--- config.mk ---
export PLATFORM = sky130hd
export DESIGN_NAME = approx_adder_err_monitor_flat
export DESIGN_NICKNAME = d
export VERILOG_FILES = /design/src/rtl/approx_adder_err_monitor_if.sv /design/src/rtl/approx_adder_err_monitor.sv /design/src/flat_wrapper.sv
export SDC_FILE = /design/constraint.sdc
export NUM_CORES = 1
export LEC_CHECK = 0
export ABC_AREA = 1
export BUFFER_PORTS_ARGS = -buffer_cell sky130_fd_sc_hd__buf_2
export CAP_MARGIN = 20
export CORE_MARGIN = 5
export CORE_UTILIZATION = 45
export DETAILED_ROUTE_END_ITERATION = 12
export GPL_TIMING_DRIVEN = 0
export PLACE_DENSITY_LB_ADDON = 0.05
export SLEW_MARGIN = 20
export SYNTH_ARGS = -nofsm -noshare
export SYNTH_HDL_FRONTEND = slang
export SYNTH_SLANG_ARGS = --single-unit
--- constraint.sdc ---
create_clock -name clk -period 4 [get_ports clk]
set_input_delay 0 -clock clk [delete_from_list [all_inputs] [get_ports clk]]
set_output_delay 0 -clock clk [all_outputs]
set_load 0.05 [all_outputs]
--- src/rtl/approx_adder_err_monitor_if.sv ---
// Bus between the approximate-adder error monitor and its environment.
// The slave side is the monitor. The master side drives start/et and returns the adder result.
interface approx_adder_err_monitor_if;
  logic       start;
  logic [2:0] et;
  logic [3:0] dut_in;
  logic [2:0] dut_out;
  logic       busy;
  logic       done;
  logic       pass;
  logic [2:0] max_err;
  logic [4:0] err_cnt;
  logic       fail_valid;
  logic [3:0] fail_vec;

  modport master (
    output start, et, dut_out,
    input  dut_in, busy, done, pass, max_err, err_cnt, fail_valid, fail_vec
  );

  modport slave (
    input  start, et, dut_out,
    output dut_in, busy, done, pass, max_err, err_cnt, fail_valid, fail_vec
  );
endinterface

--- src/rtl/approx_adder_err_monitor.sv ---
// Exhaustive 16-vector sweep of a 2-bit approximate adder.
// Tracks the maximum absolute error, the count of erroneous vectors and the first vector over threshold.
module approx_adder_err_monitor (
  input  logic                         clk,
  input  logic                         rst_n,
  approx_adder_err_monitor_if.slave    bus
);

  typedef enum logic [1:0] {
    IDLE  = 2'd0,
    SWEEP = 2'd1,
    DONE  = 2'd2
  } state_t;

  state_t      state_r;
  state_t      state_next_s;
  logic [3:0]  vec_r;
  logic [2:0]  et_r;
  logic [2:0]  max_err_r;
  logic [4:0]  err_cnt_r;
  logic        fail_valid_r;
  logic [3:0]  fail_vec_r;
  logic [2:0]  err_s;
  logic        accept_s;
  logic        busy_s;
  logic        done_s;

  // |y - (a + b)| without wrap; a = v[1:0], b = v[3:2]
  function automatic logic [2:0] abs_err(input logic [3:0] v, input logic [2:0] y);
    logic [2:0] s;
    s = {1'b0, v[1:0]} + {1'b0, v[3:2]};
    if (y >= s) begin
      abs_err = y - s;
    end else begin
      abs_err = s - y;
    end
  endfunction

  assign err_s    = abs_err(vec_r, bus.dut_out);
  assign accept_s = (state_r == IDLE) && bus.start;

  // State register
  always_ff @(posedge clk or negedge rst_n) begin
    if (!rst_n) begin
      state_r <= IDLE;
    end else begin
      state_r <= state_next_s;
    end
  end

  // Next-state logic
  always_comb begin
    state_next_s = state_r;
    case (state_r)
      IDLE: begin
        if (bus.start) begin
          state_next_s = SWEEP;
        end else begin
          state_next_s = IDLE;
        end
      end
      SWEEP: begin
        if (vec_r == 4'd15) begin
          state_next_s = DONE;
        end else begin
          state_next_s = SWEEP;
        end
      end
      DONE:    state_next_s = IDLE;
      default: state_next_s = IDLE;
    endcase
  end

  // State-decoded status outputs
  always_comb begin
    busy_s = 1'b0;
    done_s = 1'b0;
    case (state_r)
      IDLE:    begin busy_s = 1'b0; done_s = 1'b0; end
      SWEEP:   begin busy_s = 1'b1; done_s = 1'b0; end
      DONE:    begin busy_s = 1'b0; done_s = 1'b1; end
      default: begin busy_s = 1'b0; done_s = 1'b0; end
    endcase
  end

  // Vector counter, threshold latch and result accumulators
  always_ff @(posedge clk or negedge rst_n) begin
    if (!rst_n) begin
      vec_r        <= 4'd0;
      et_r         <= 3'd0;
      max_err_r    <= 3'd0;
      err_cnt_r    <= 5'd0;
      fail_valid_r <= 1'b0;
      fail_vec_r   <= 4'd0;
    end else if (accept_s) begin
      vec_r        <= 4'd0;
      et_r         <= bus.et;
      max_err_r    <= 3'd0;
      err_cnt_r    <= 5'd0;
      fail_valid_r <= 1'b0;
      fail_vec_r   <= 4'd0;
    end else if (state_r == SWEEP) begin
      // Counter wraps 15 -> 0, so it is already 0 in DONE and the following IDLE
      vec_r <= vec_r + 4'd1;
      if (err_s > max_err_r) begin
        max_err_r <= err_s;
      end
      if (err_s != 3'd0) begin
        err_cnt_r <= err_cnt_r + 5'd1;
      end
      if ((err_s > et_r) && !fail_valid_r) begin
        fail_valid_r <= 1'b1;
        fail_vec_r   <= vec_r;
      end
    end else begin
      vec_r <= 4'd0;
    end
  end

  assign bus.dut_in     = vec_r;
  assign bus.busy       = busy_s;
  assign bus.done       = done_s;
  assign bus.max_err    = max_err_r;
  assign bus.err_cnt    = err_cnt_r;
  assign bus.fail_valid = fail_valid_r;
  assign bus.fail_vec   = fail_vec_r;
  assign bus.pass       = (max_err_r <= et_r);

endmodule

--- src/flat_wrapper.sv ---
// flat-port wrapper written by rule: the top's interface ports become plain ports
module approx_adder_err_monitor_flat 
  (clk, rst_n, bus_start, bus_et, bus_dut_out, bus_dut_in, bus_busy, bus_done, bus_pass, bus_max_err, bus_err_cnt, bus_fail_valid, bus_fail_vec);
  approx_adder_err_monitor_if bus_i ();
  input  logic clk;
  input  logic rst_n;
  input wire logic [$bits(bus_i.start)-1:0] bus_start;
  input wire logic [$bits(bus_i.et)-1:0] bus_et;
  input wire logic [$bits(bus_i.dut_out)-1:0] bus_dut_out;
  output wire logic [$bits(bus_i.dut_in)-1:0] bus_dut_in;
  output wire logic [$bits(bus_i.busy)-1:0] bus_busy;
  output wire logic [$bits(bus_i.done)-1:0] bus_done;
  output wire logic [$bits(bus_i.pass)-1:0] bus_pass;
  output wire logic [$bits(bus_i.max_err)-1:0] bus_max_err;
  output wire logic [$bits(bus_i.err_cnt)-1:0] bus_err_cnt;
  output wire logic [$bits(bus_i.fail_valid)-1:0] bus_fail_valid;
  output wire logic [$bits(bus_i.fail_vec)-1:0] bus_fail_vec;
  assign bus_i.start = bus_start;
  assign bus_i.et = bus_et;
  assign bus_i.dut_out = bus_dut_out;
  assign bus_dut_in = bus_i.dut_in;
  assign bus_busy = bus_i.busy;
  assign bus_done = bus_i.done;
  assign bus_pass = bus_i.pass;
  assign bus_max_err = bus_i.max_err;
  assign bus_err_cnt = bus_i.err_cnt;
  assign bus_fail_valid = bus_i.fail_valid;
  assign bus_fail_vec = bus_i.fail_vec;
  approx_adder_err_monitor u_core (.clk(clk), .rst_n(rst_n), .bus(bus_i));
endmodule
==> results of run 1 <==
per-stage QoR:
step	hold slack, ps	instances
2_1_floorplan	-295.6	182
3_3_place_gp	-7.460	256
3_5_place_dp	3.046	256
4_1_cts	175.1	263
5_1_grt	202.6	263
6_report	177.3	263
worst max-delay path by stage:
| stage | start | endpoint | slack (ps) | cells after the start |
|---|---|---|---|---|
| floorplan | u_core.bus.dut_in[2]$_DFF_PN0_ | u_core.bus.max_err[2]$_DFFE_PN0P_ | 790 | 18 |
| finish | u_core.bus.dut_in[2]$_DFF_PN0_ | u_core.bus.max_err[1]$_DFFE_PN0P_ | 910 | 22 |
| global placement | u_core.bus.dut_in[2]$_DFF_PN0_ | u_core.bus.max_err[1]$_DFFE_PN0P_ | 940 | 19 |
| global route | u_core.bus.dut_in[2]$_DFF_PN0_ | u_core.bus.fail_vec[1]$_DFFE_PN0P_ | 640 | 20 |
| CTS | u_core.bus.dut_in[2]$_DFF_PN0_ | u_core.bus.max_err[2]$_DFFE_PN0P_ | 870 | 22 |
| detailed placement | u_core.bus.dut_in[2]$_DFF_PN0_ | u_core.bus.max_err[2]$_DFFE_PN0P_ | 890 | 22 |
flip-flops by register name, summed over array words and instances, names as in the netlist:
name / cells
u_core.et_r: 3
u_core.bus.fail_valid: 1
u_core.bus.max_err: 3
u_core.bus.err_cnt: 5
u_core.bus.dut_in: 4
u_core.state_r: 2
u_core.bus.fail_vec: 4
cell type report:
type                            instances  area [um2]
Tap cell                               46       57.56
Fill cell                             322        1529
Clock buffer                            3       22.52
Buffer                                  2       11.26
Inverter                               31       117.6
Timing Repair Buffer                   32       180.2
Multi-Input combinational cell        127       815.8
Sequential cell                        22       550.5
layout by cell type, fill, tap and decap left out, types with 2 or more instances in the layout:
cell type	n
nand2_4	2
or2_1	2
nand3_1	22
inv_1	22
o21ai_1	6
nor2_1	8
inv_2	8
nand2_1	38
buf_2	28
a21oi_1	3
o21ai_0	4
dlygate4sd3_1	4
nand2_2	7
xor2_1	5
nor2_2	4
fa_1	3
clkbuf_4	3
dfrtp_1	22
ha_1	16
cells by family after synthesis:
kind of cell	after synthesis	share of synthesized area [%]
XOR/XNOR	5	2.929
buffers and inverters	33	8.619
AO/OA/AOI/OAI	15	6.025
adder cells (fa/ha/maj)	19	17.41
flip-flops	22	36.82
AND/OR/NAND/NOR	88	28.20
synth_stat cells, types with 3 or more instances:
cell type / instances
a21oi_1: 3
dfrtp_1: 22
fa_1: 3
ha_1: 16
inv_1: 22
inv_2: 8
nand2_1: 38
nand2_2: 7
nand3_1: 22
nor2_1: 8
nor2_2: 4
o21ai_0: 4
o21ai_1: 6
xor2_1: 5
worst register-to-register path, stage by stage (launching register included):
cell and delay [ps]:
dfrtp_1 450, ha_1 180, inv_1 50, fa_1 550, inv_1 100, ha_1 300
nand2_1 60, inv_2 40, nand2_1 90, nand2_2 90, nand2_1 50, nand2_1 80
inv_1 80, ha_1 320, nand2_1 60, inv_1 40, nand3_1 70, nand2_1 80
clkinv_2 70, nand2_2 90, nand2_1 50, nand2_1 70, nor2_2 30
per-layer routing:
metal | track usage, % | share of wire, % | vias to the layer above
met5 | 0 | 0 | -
met3 | 3.494 | 4.3 | 2
li1 | - | - | 646
met1 | 19.23 | 45 | 551
met2 | 24.42 | 50 | 24
met4 | 3.038 | 0.53 | 0
==> flow_summary.json, run 1 <==
{
  "syn_inst": 182,
  "synth_nets": 210,
  "numClockSinks": 22,
  "finalNetCount": 247,
  "h-tree-depth": 1,
  "grt_max_degree": 23,
  "synth_top_cell_by_area": "dfrtp_1",
  "min_from": "bus_start",
  "grt_util_all_layers_pct": 14.65,
  "root_buffer": "clkbuf_4",
  "core-area_um2": 3284,
  "crit_path_top_delay_cell": "fa_1",
  "avgSynthCellArea_um2": 8.215,
  "postLayoutSetupSlackWorst_ps": 910.5,
  "fin_crit_ps": 3090,
  "place_area_um2": 1693,
  "path_common_cell": "nand2_1",
  "cts_buffers": 3,
  "ys_seq_elements": 22,
  "crit_arrival_ps": 3300,
  "cp_max_fo": 6,
  "synthToLayoutAreaGrowth_pct": 17.41,
  "maxCapViolCount": 0,
  "r2r_slack_ps": 910,
  "place_ws_ps": 887.5,
  "io_pins": 29,
  "final-hold-violation-count": 0,
  "wirelength_um": 2993,
  "synth.cell_area_um2": 1495,
  "async_flop_share_pct": 100.0,
  "critPathBufInv": 6,
  "post-route-util_pct": 53.45,
  "tightest_slew_ps": 502.1,
  "relSlewSlack_pct": 66.52,
  "antenna_cells": 0,
  "finalClockSkew_ps": 5.817,
  "cp_cell_sequence": "ha_1 > inv_1 > fa_1 > inv_1 > ha_1 > nand2_1 > inv_2 > nand2_1 > nand2_2 > nand2_1 > nand2_1 > inv_1 > ha_1 > nand2_1 > inv_1 > nand3_1 > nand2_1 > clkinv_2 > nand2_2 > nand2_1 > nand2_1 > nor2_2",
  "grt_pass1_wl_um": 5099,
  "dieArea_um2": 4575,
  "clk_pin_slew_ps": 110,
  "reg2reg_from": "u_core.bus.dut_in[2]$_DFF_PN0_",
  "die-width_um": 67.64,
  "path_delay_family": "adder cells",
  "period_share_pct": 77.24,
  "hold_depth": 4,
  "path_class": "flip-flop to flip-flop",
  "cp_data_required_time_ps": 4210,
  "startpoint_type": "flip-flop",
  "reg2reg_to": "u_core.bus.max_err[1]$_DFFE_PN0P_",
  "vias_per_cell": 4.650,
  "hold_buffers": 4,
  "cts_resized": 0,
  "yosysTopAreaCellShare_pct": 36.82,
  "grt_antenna_before_repair": 0,
  "drive_gt1_share_pct": 26.73,
  "end_kind": "flip-flop",
  "gp_congestion": 0.7543,
  "fin_area_um2": 1755,
  "fin_setup_tns_ps": 0,
  "drt-initial-drc-count": 55,
  "whs_endpoint": "u_core.state_r[0]$_DFF_PN0_",
  "die_y_um": 67.64,
  "grt_pass1_vias": 1152,
  "yosys_warnings": 0,
  "first_pass_iters": 4,
  "gr-total-overflow": 0,
  "rsz0062_at_grt": "no",
  "status": "complete, no violations",
  "vias": 1223,
  "rows": 21,
  "port_buffers": 28,
  "synth_cell_types": 26,
  "maxSlewViolCount": 0,
  "insertion_delay_ps": 300,
  "cp_slowest_stage_delay_ps": 550,
  "synthFlopType": "dfrtp_1",
  "synthTopCellsByArea": "dfrtp_1 37%, ha_1 13%, nand2_1 9.5%",
  "drc_errors": 0,
  "cts_buffer_depth": 2,
  "rr_worst_depth": 22,
  "initial_core_util_pct": 45.52,
  "synth.yosys.seq_area_share_pct": 36.82,
  "dpl.hpwl_um": 2331,
  "ant_nets": 0,
  "synth-edff-count": 0,
  "fmax_ghz": 0.3237,
  "wl_per_cell_um": 11.38,
  "cts_tree": "done",
  "cts_setup_buffers": 0,
  "hold_path.class": "input port to flip-flop",
  "setup_viol": 0
}
Power of run 1 is left out: the tool's default activity adds up to more than one toggle a clock period on the data nets, which glitch-free logic cannot reach.
==> run 2: changes to the inputs <==
==> constraint.sdc (replaced) <==
create_clock -name clk -period 2.8 [get_ports clk]
set_input_delay 0 -clock clk [delete_from_list [all_inputs] [get_ports clk]]
set_output_delay 0 -clock clk [all_outputs]
set_load 0.05 [all_outputs]
==> run 2 against run 1 <==
Net effect:
- the run now ends with setup timing left
- clock-buffer cell count is 1 higher
- via count is 2.7% higher
- final cell count is 2.3% higher
- non-clock buffer count is 5 higher
- clock skew is 1.4 ps higher
- first-iteration DRC count is 3.6% higher
- setup slack worse by 950 ps
- sequential cell count stayed put
==> flow_summary.json, run 2 (synthesis gave the netlist of run 1 again) <==
{
  "numClockSinks": 22,
  "cp_data_required_time_ps": 3010,
  "whs_ps": 173.0,
  "grt_antenna_before_repair": 0,
  "reg2reg_from": "u_core.bus.dut_in[2]$_DFF_PN0_",
  "crit_path_top_delay_cell": "fa_2",
  "rows": 21,
  "hold_path.class": "input port to async pin",
  "status": "finished, violations left",
  "rsz0062_at_grt": "yes",
  "wl_per_cell_um": 11.73,
  "period_share_pct": 101.3,
  "cp_cell_sequence": "ha_4 > inv_2 > fa_2 > inv_2 > fa_2 > xor2_1 > nand2_1 > nand2_2 > inv_4 > ha_4 > nand2_2 > inv_1 > nand3_1 > nand2_1 > clkinv_2 > nand2_4 > nand2_1 > nand2_1 > nor2_2",
  "grt_pass1_wl_um": 5354,
  "dieArea_um2": 4575,
  "finalNetCount": 252,
  "tightest_slew_ps": 504.9,
  "postLayoutSetupSlackWorst_ps": -37.77,
  "cp_max_fo": 4,
  "initial_core_util_pct": 45.52,
  "antenna_cells": 0,
  "highest_layer": "met4",
  "synthToLayoutAreaGrowth_pct": 27.36,
  "rr_worst_depth": 19,
  "first_pass_iters": 4,
  "vias_per_cell": 4.669,
  "port_buffers": 28,
  "met3WireLength_um": 99,
  "failed_checks": "setup timing",
  "maxSlewViolCount": 0,
  "largest_reg_flops": 5,
  "cts_buffers": 3,
  "finalClockSkew_ps": 7.187,
  "insertion_delay_ps": 310,
  "end_kind": "flip-flop",
  "h-tree-depth": 1,
  "gp_congestion": 0.7579,
  "path_delay_family": "adder cells",
  "die-width_um": 67.64,
  "fmax_ghz": 0.3524,
  "grt_util_all_layers_pct": 15.68,
  "io_pins": 29,
  "cp_slowest_stage_delay_ps": 570,
  "final_common_cell": "nand2_1",
  "setup_viol": 7,
  "drc_errors": 0,
  "crit_arrival_ps": 3050,
  "critPathBufInv": 5,
  "drive_gt1_share_pct": 39.01,
  "root_buffer": "clkbuf_4",
  "path_class": "flip-flop to flip-flop",
  "wl_met2_um": 1669,
  "die_y_um": 67.64,
  "r2r_slack_ps": -40,
  "grt_max_degree": 23,
  "drt-met1-wl_um": 1377,
  "gr-total-overflow": 0,
  "crit_path_start": "u_core.bus.dut_in[2]$_DFF_PN0_",
  "fin_crit_ps": 2838,
  "wirelength_um": 3156,
  "dpl.hpwl_um": 2447,
  "relSlewSlack_pct": 66.34,
  "vias": 1256,
  "drt-initial-drc-count": 57,
  "startpoint_type": "flip-flop",
  "maxCapViolCount": 0,
  "cp_num_cells": 19,
  "core-area_um2": 3284,
  "cts_buffer_depth": 2,
  "final-hold-violation-count": 0,
  "cts_tree": "done",
  "path_common_cell": "nand2_1",
  "layout_common_cells": "32 x nand2_1, 28 x buf_2, 21 x nand3_1",
  "ant_nets": 0,
  "place_ws_ps": -174.3,
  "grt_pass1_vias": 1221,
  "clk_pin_slew_ps": 120
}
run 2: changes by cell type in the layout (fill, tap and decap cells not counted), sizes merged:
cell,delta
buf,+5
clkbuf,+1
run 2: area by class of cell:
class / instances / area (um2)
fill: 319 / 1380
multi-input combinational: 127 / 905.9
sequential: 22 / 555.5
timing repair buffer: 37 / 217.7
inverter: 31 / 120.1
tap: 46 / 57.56
clock buffer: 4 / 36.28
buffer: 2 / 11.26
run 2: routing by layer:
layer,track usage [%],vias to the layer above
met5,0,-
met4,2.785,0
met3,3.993,2
met2,28.80,19
met1,18.36,577
li1,-,658
run 2: path summary, 6_finish.rpt:
path / endpoint
setup / recovery: u_core.bus.max_err[2]$_DFFE_PN0P_
hold / removal: u_core.et_r[1]$_DFFE_PN0P_
setup reg to reg: u_core.bus.max_err[2]$_DFFE_PN0P_
hold reg to reg: u_core.bus.fail_vec[3]$_DFFE_PN0P_
max in group asynchronous: u_core.bus.dut_in[2]$_DFF_PN0_
min in group clk: u_core.state_r[0]$_DFF_PN0_
run 2: through the flow:
step / cell area, um2 / cells / utilization [%] / TNS, ps
after global placement: 1763 / 256 / 53.68 / -1007
after detailed placement: 1763 / 256 / 53.68 / -1262
final: 1904 / 269 / 57.98 / -136.2
after global routing: 1904 / 269 / 57.98 / -1301
after CTS: 1872 / 267 / 56.99 / -158.0
after floorplan: 1565 / 182 / - / -1301
run 2: what timing repair did:
item                                    4_1_cts  5_1_grt
buffers inserted                              3        2
gates resized for setup                       5        5
endpoints found under the setup margin        8        9
endpoints found under the hold margin        25        0
hold buffers                                  4        0
pin swaps                                     1        0
Power of run 2 is left out for the same reason.
==> run 3: changes to the inputs <==
--- a/config.mk
+++ b/config.mk
@@ -17,3 +17,4 @@
 export SYNTH_ARGS = -nofsm -noshare
 export SYNTH_HDL_FRONTEND = slang
 export SYNTH_SLANG_ARGS = --single-unit
+export TNS_END_PERCENT = 30
==> run 3 against run 2 <==
Net effect:
- the flow still finishes with violations (setup timing)
- critical path type unchanged
- sequential share of layout area is essentially flat
- non-clock buffer count decreased by 2
- highest routed layer unchanged
- critical path depth decreased by 2
- sequential cell count did not move
==> flow_summary.json, run 3 (synthesis gave the netlist of run 1 again) <==
{
  "status": "finished, violations left",
  "failed_checks": "setup timing",
  "crit_path_top_delay_cell": "fa_2",
  "final_common_cell": "nand2_1",
  "core-area_um2": 3284,
  "cp_slowest_stage_delay_ps": 570,
  "rr_worst_depth": 17,
  "numClockSinks": 22,
  "postLayoutSetupSlackWorst_ps": -4.151,
  "fmax_ghz": 0.3566,
  "insertion_delay_ps": 310,
  "regArea_um2": 555.5,
  "die_y_um": 67.64,
  "gp_congestion": 0.7582,
  "fin_crit_ps": 2804,
  "cts_tree": "done",
  "largest_reg_flops": 5,
  "cp_cell_sequence": "ha_4 > inv_2 > fa_2 > inv_2 > fa_2 > xor2_1 > nand2_1 > nand2_2 > inv_4 > ha_4 > nand2_1 > nand3b_1 > nand3_2 > inv_4 > nand2_4 > nand3_1 > nand2_1",
  "startpoint_type": "flip-flop",
  "path_class": "flip-flop to flip-flop",
  "path_common_cell": "nand2_1",
  "h-tree-depth": 1,
  "synthToLayoutAreaGrowth_pct": 27.28,
  "maxSlewViolCount": 0,
  "path_delay_family": "adder cells",
  "setup_viol": 1,
  "vias_per_cell": 4.689,
  "layout_common_cells": "32 x nand2_1, 28 x buf_2, 19 x nand3_1",
  "hold_path.class": "input port to async pin",
  "relSlewSlack_pct": 65.24,
  "gr-total-overflow": 0,
  "die-width_um": 67.64,
  "period_share_pct": 100.1,
  "wl_per_cell_um": 12.07,
  "clk_pin_slew_ps": 120,
  "maxCapViolCount": 0,
  "multi_input_area_um2": 915.9,
  "grt_pass1_wl_um": 5278,
  "rsz0062_at_grt": "yes",
  "grt_util_all_layers_pct": 15.30,
  "initial_core_util_pct": 45.52,
  "drive_gt1_share_pct": 39.82,
  "drt-initial-drc-count": 39,
  "io_pins": 29,
  "place_ws_ps": -175.2,
  "finalClockSkew_ps": 3.985,
  "first_pass_iters": 4,
  "critPathBufInv": 4,
  "cts_buffer_depth": 2,
  "drc_errors": 0,
  "final-hold-violation-count": 0,
  "crit_arrival_ps": 3060,
  "grt_pass1_vias": 1216,
  "post-route-util_pct": 57.94,
  "cts_buffers": 3,
  "finalNetCount": 250,
  "grt_antenna_before_repair": 0,
  "root_buffer": "clkbuf_4",
  "port_buffers": 28,
  "cp_max_fo": 5,
  "grt_max_degree": 23,
  "nFillCells": 327,
  "cp_num_cells": 17,
  "ant_nets": 0,
  "rows": 21,
  "cp_data_required_time_ps": 3060,
  "end_kind": "flip-flop",
  "dieArea_um2": 4575,
  "dpl.hpwl_um": 2508,
  "wirelength_um": 3223,
  "vias": 1252,
  "antenna_cells": 0,
  "tightest_slew_ps": 520.8
}
[run 3: cell types whose count changed in the layout (fill, tap and decap cells not counted), sizes merged]
cell	previous run	this run
buf	34	32
clkinv	1	0
inv	30	31
[run 3: worst register-to-register path, cell delays in order (launching register included)]
cell and delay (ps):
dfrtp_2 410, ha_4 130, inv_2 30, fa_2 570, inv_2 70, fa_2 360
xor2_1 140, nand2_1 80, nand2_2 90, inv_4 60, ha_4 260, nand2_1 40
nand3b_1 160, nand3_2 90, inv_4 50, nand2_4 70, nand3_1 70, nand2_1 70
[run 3: worst paths after layout]
check	start	to	slack [ps]
max	u_core.bus.dut_in[2]$_DFF_PN0_	u_core.bus.fail_vec[1]$_DFFE_PN0P_	-4
min	rst_n	u_core.et_r[1]$_DFFE_PN0P_	180
max reg2reg	u_core.bus.dut_in[2]$_DFF_PN0_	u_core.bus.fail_vec[1]$_DFFE_PN0P_	-4
min reg2reg	u_core.bus.fail_vec[3]$_DFFE_PN0P_	u_core.bus.fail_vec[3]$_DFFE_PN0P_	520
max in group asynchronous	rst_n	u_core.bus.dut_in[2]$_DFF_PN0_	2260
min in group clk	bus_start	u_core.state_r[0]$_DFF_PN0_	180
[run 3: metrics by stage]
step	hold slack [ps]	instances	instance area [um2]	TNS, ps
2_1_floorplan	-295.6	182	1565	-1301
3_3_place_gp	-2.435	256	1763	-1006
6_report	175.3	267	1903	-4.151
5_1_grt	173.5	267	1903	-1404
3_5_place_dp	1.088	256	1763	-1276
4_1_cts	169.5	267	1872	-279.7
[run 3: area by class of cell]
class	count	share of cell area (%)
Multi-Input combinational cell	127	48.13
Buffer	2	0.5917
Timing Repair Buffer	35	10.65
Sequential cell	22	29.19
Inverter	31	6.509
Tap cell	46	3.024
Clock buffer	4	1.907
[run 3: routing by layer]
metal | routed length, um | vias up | part of all wire [%] | global-route usage [%]
met5 | 0 | - | 0 | 0
met1 | 1357 | 583 | 42 | 17.51
li1 | - | 644 | - | -
met4 | 12 | 0 | 0.37 | 2.785
met3 | 133 | 2 | 4.1 | 4.160
met2 | 1720 | 23 | 53 | 28.31
[run 3: repair_timing]
action                                 in CTS  in global routing
gates resized for setup                     5                 10
pin swaps                                   3                  2
endpoints found under the hold margin      25                  0
cloned                                      0                  0
hold buffers                                4                  0
buffers inserted                            3                  0
setup endpoints to repair                   8                  8
Power of run 3 is left out for the same reason.
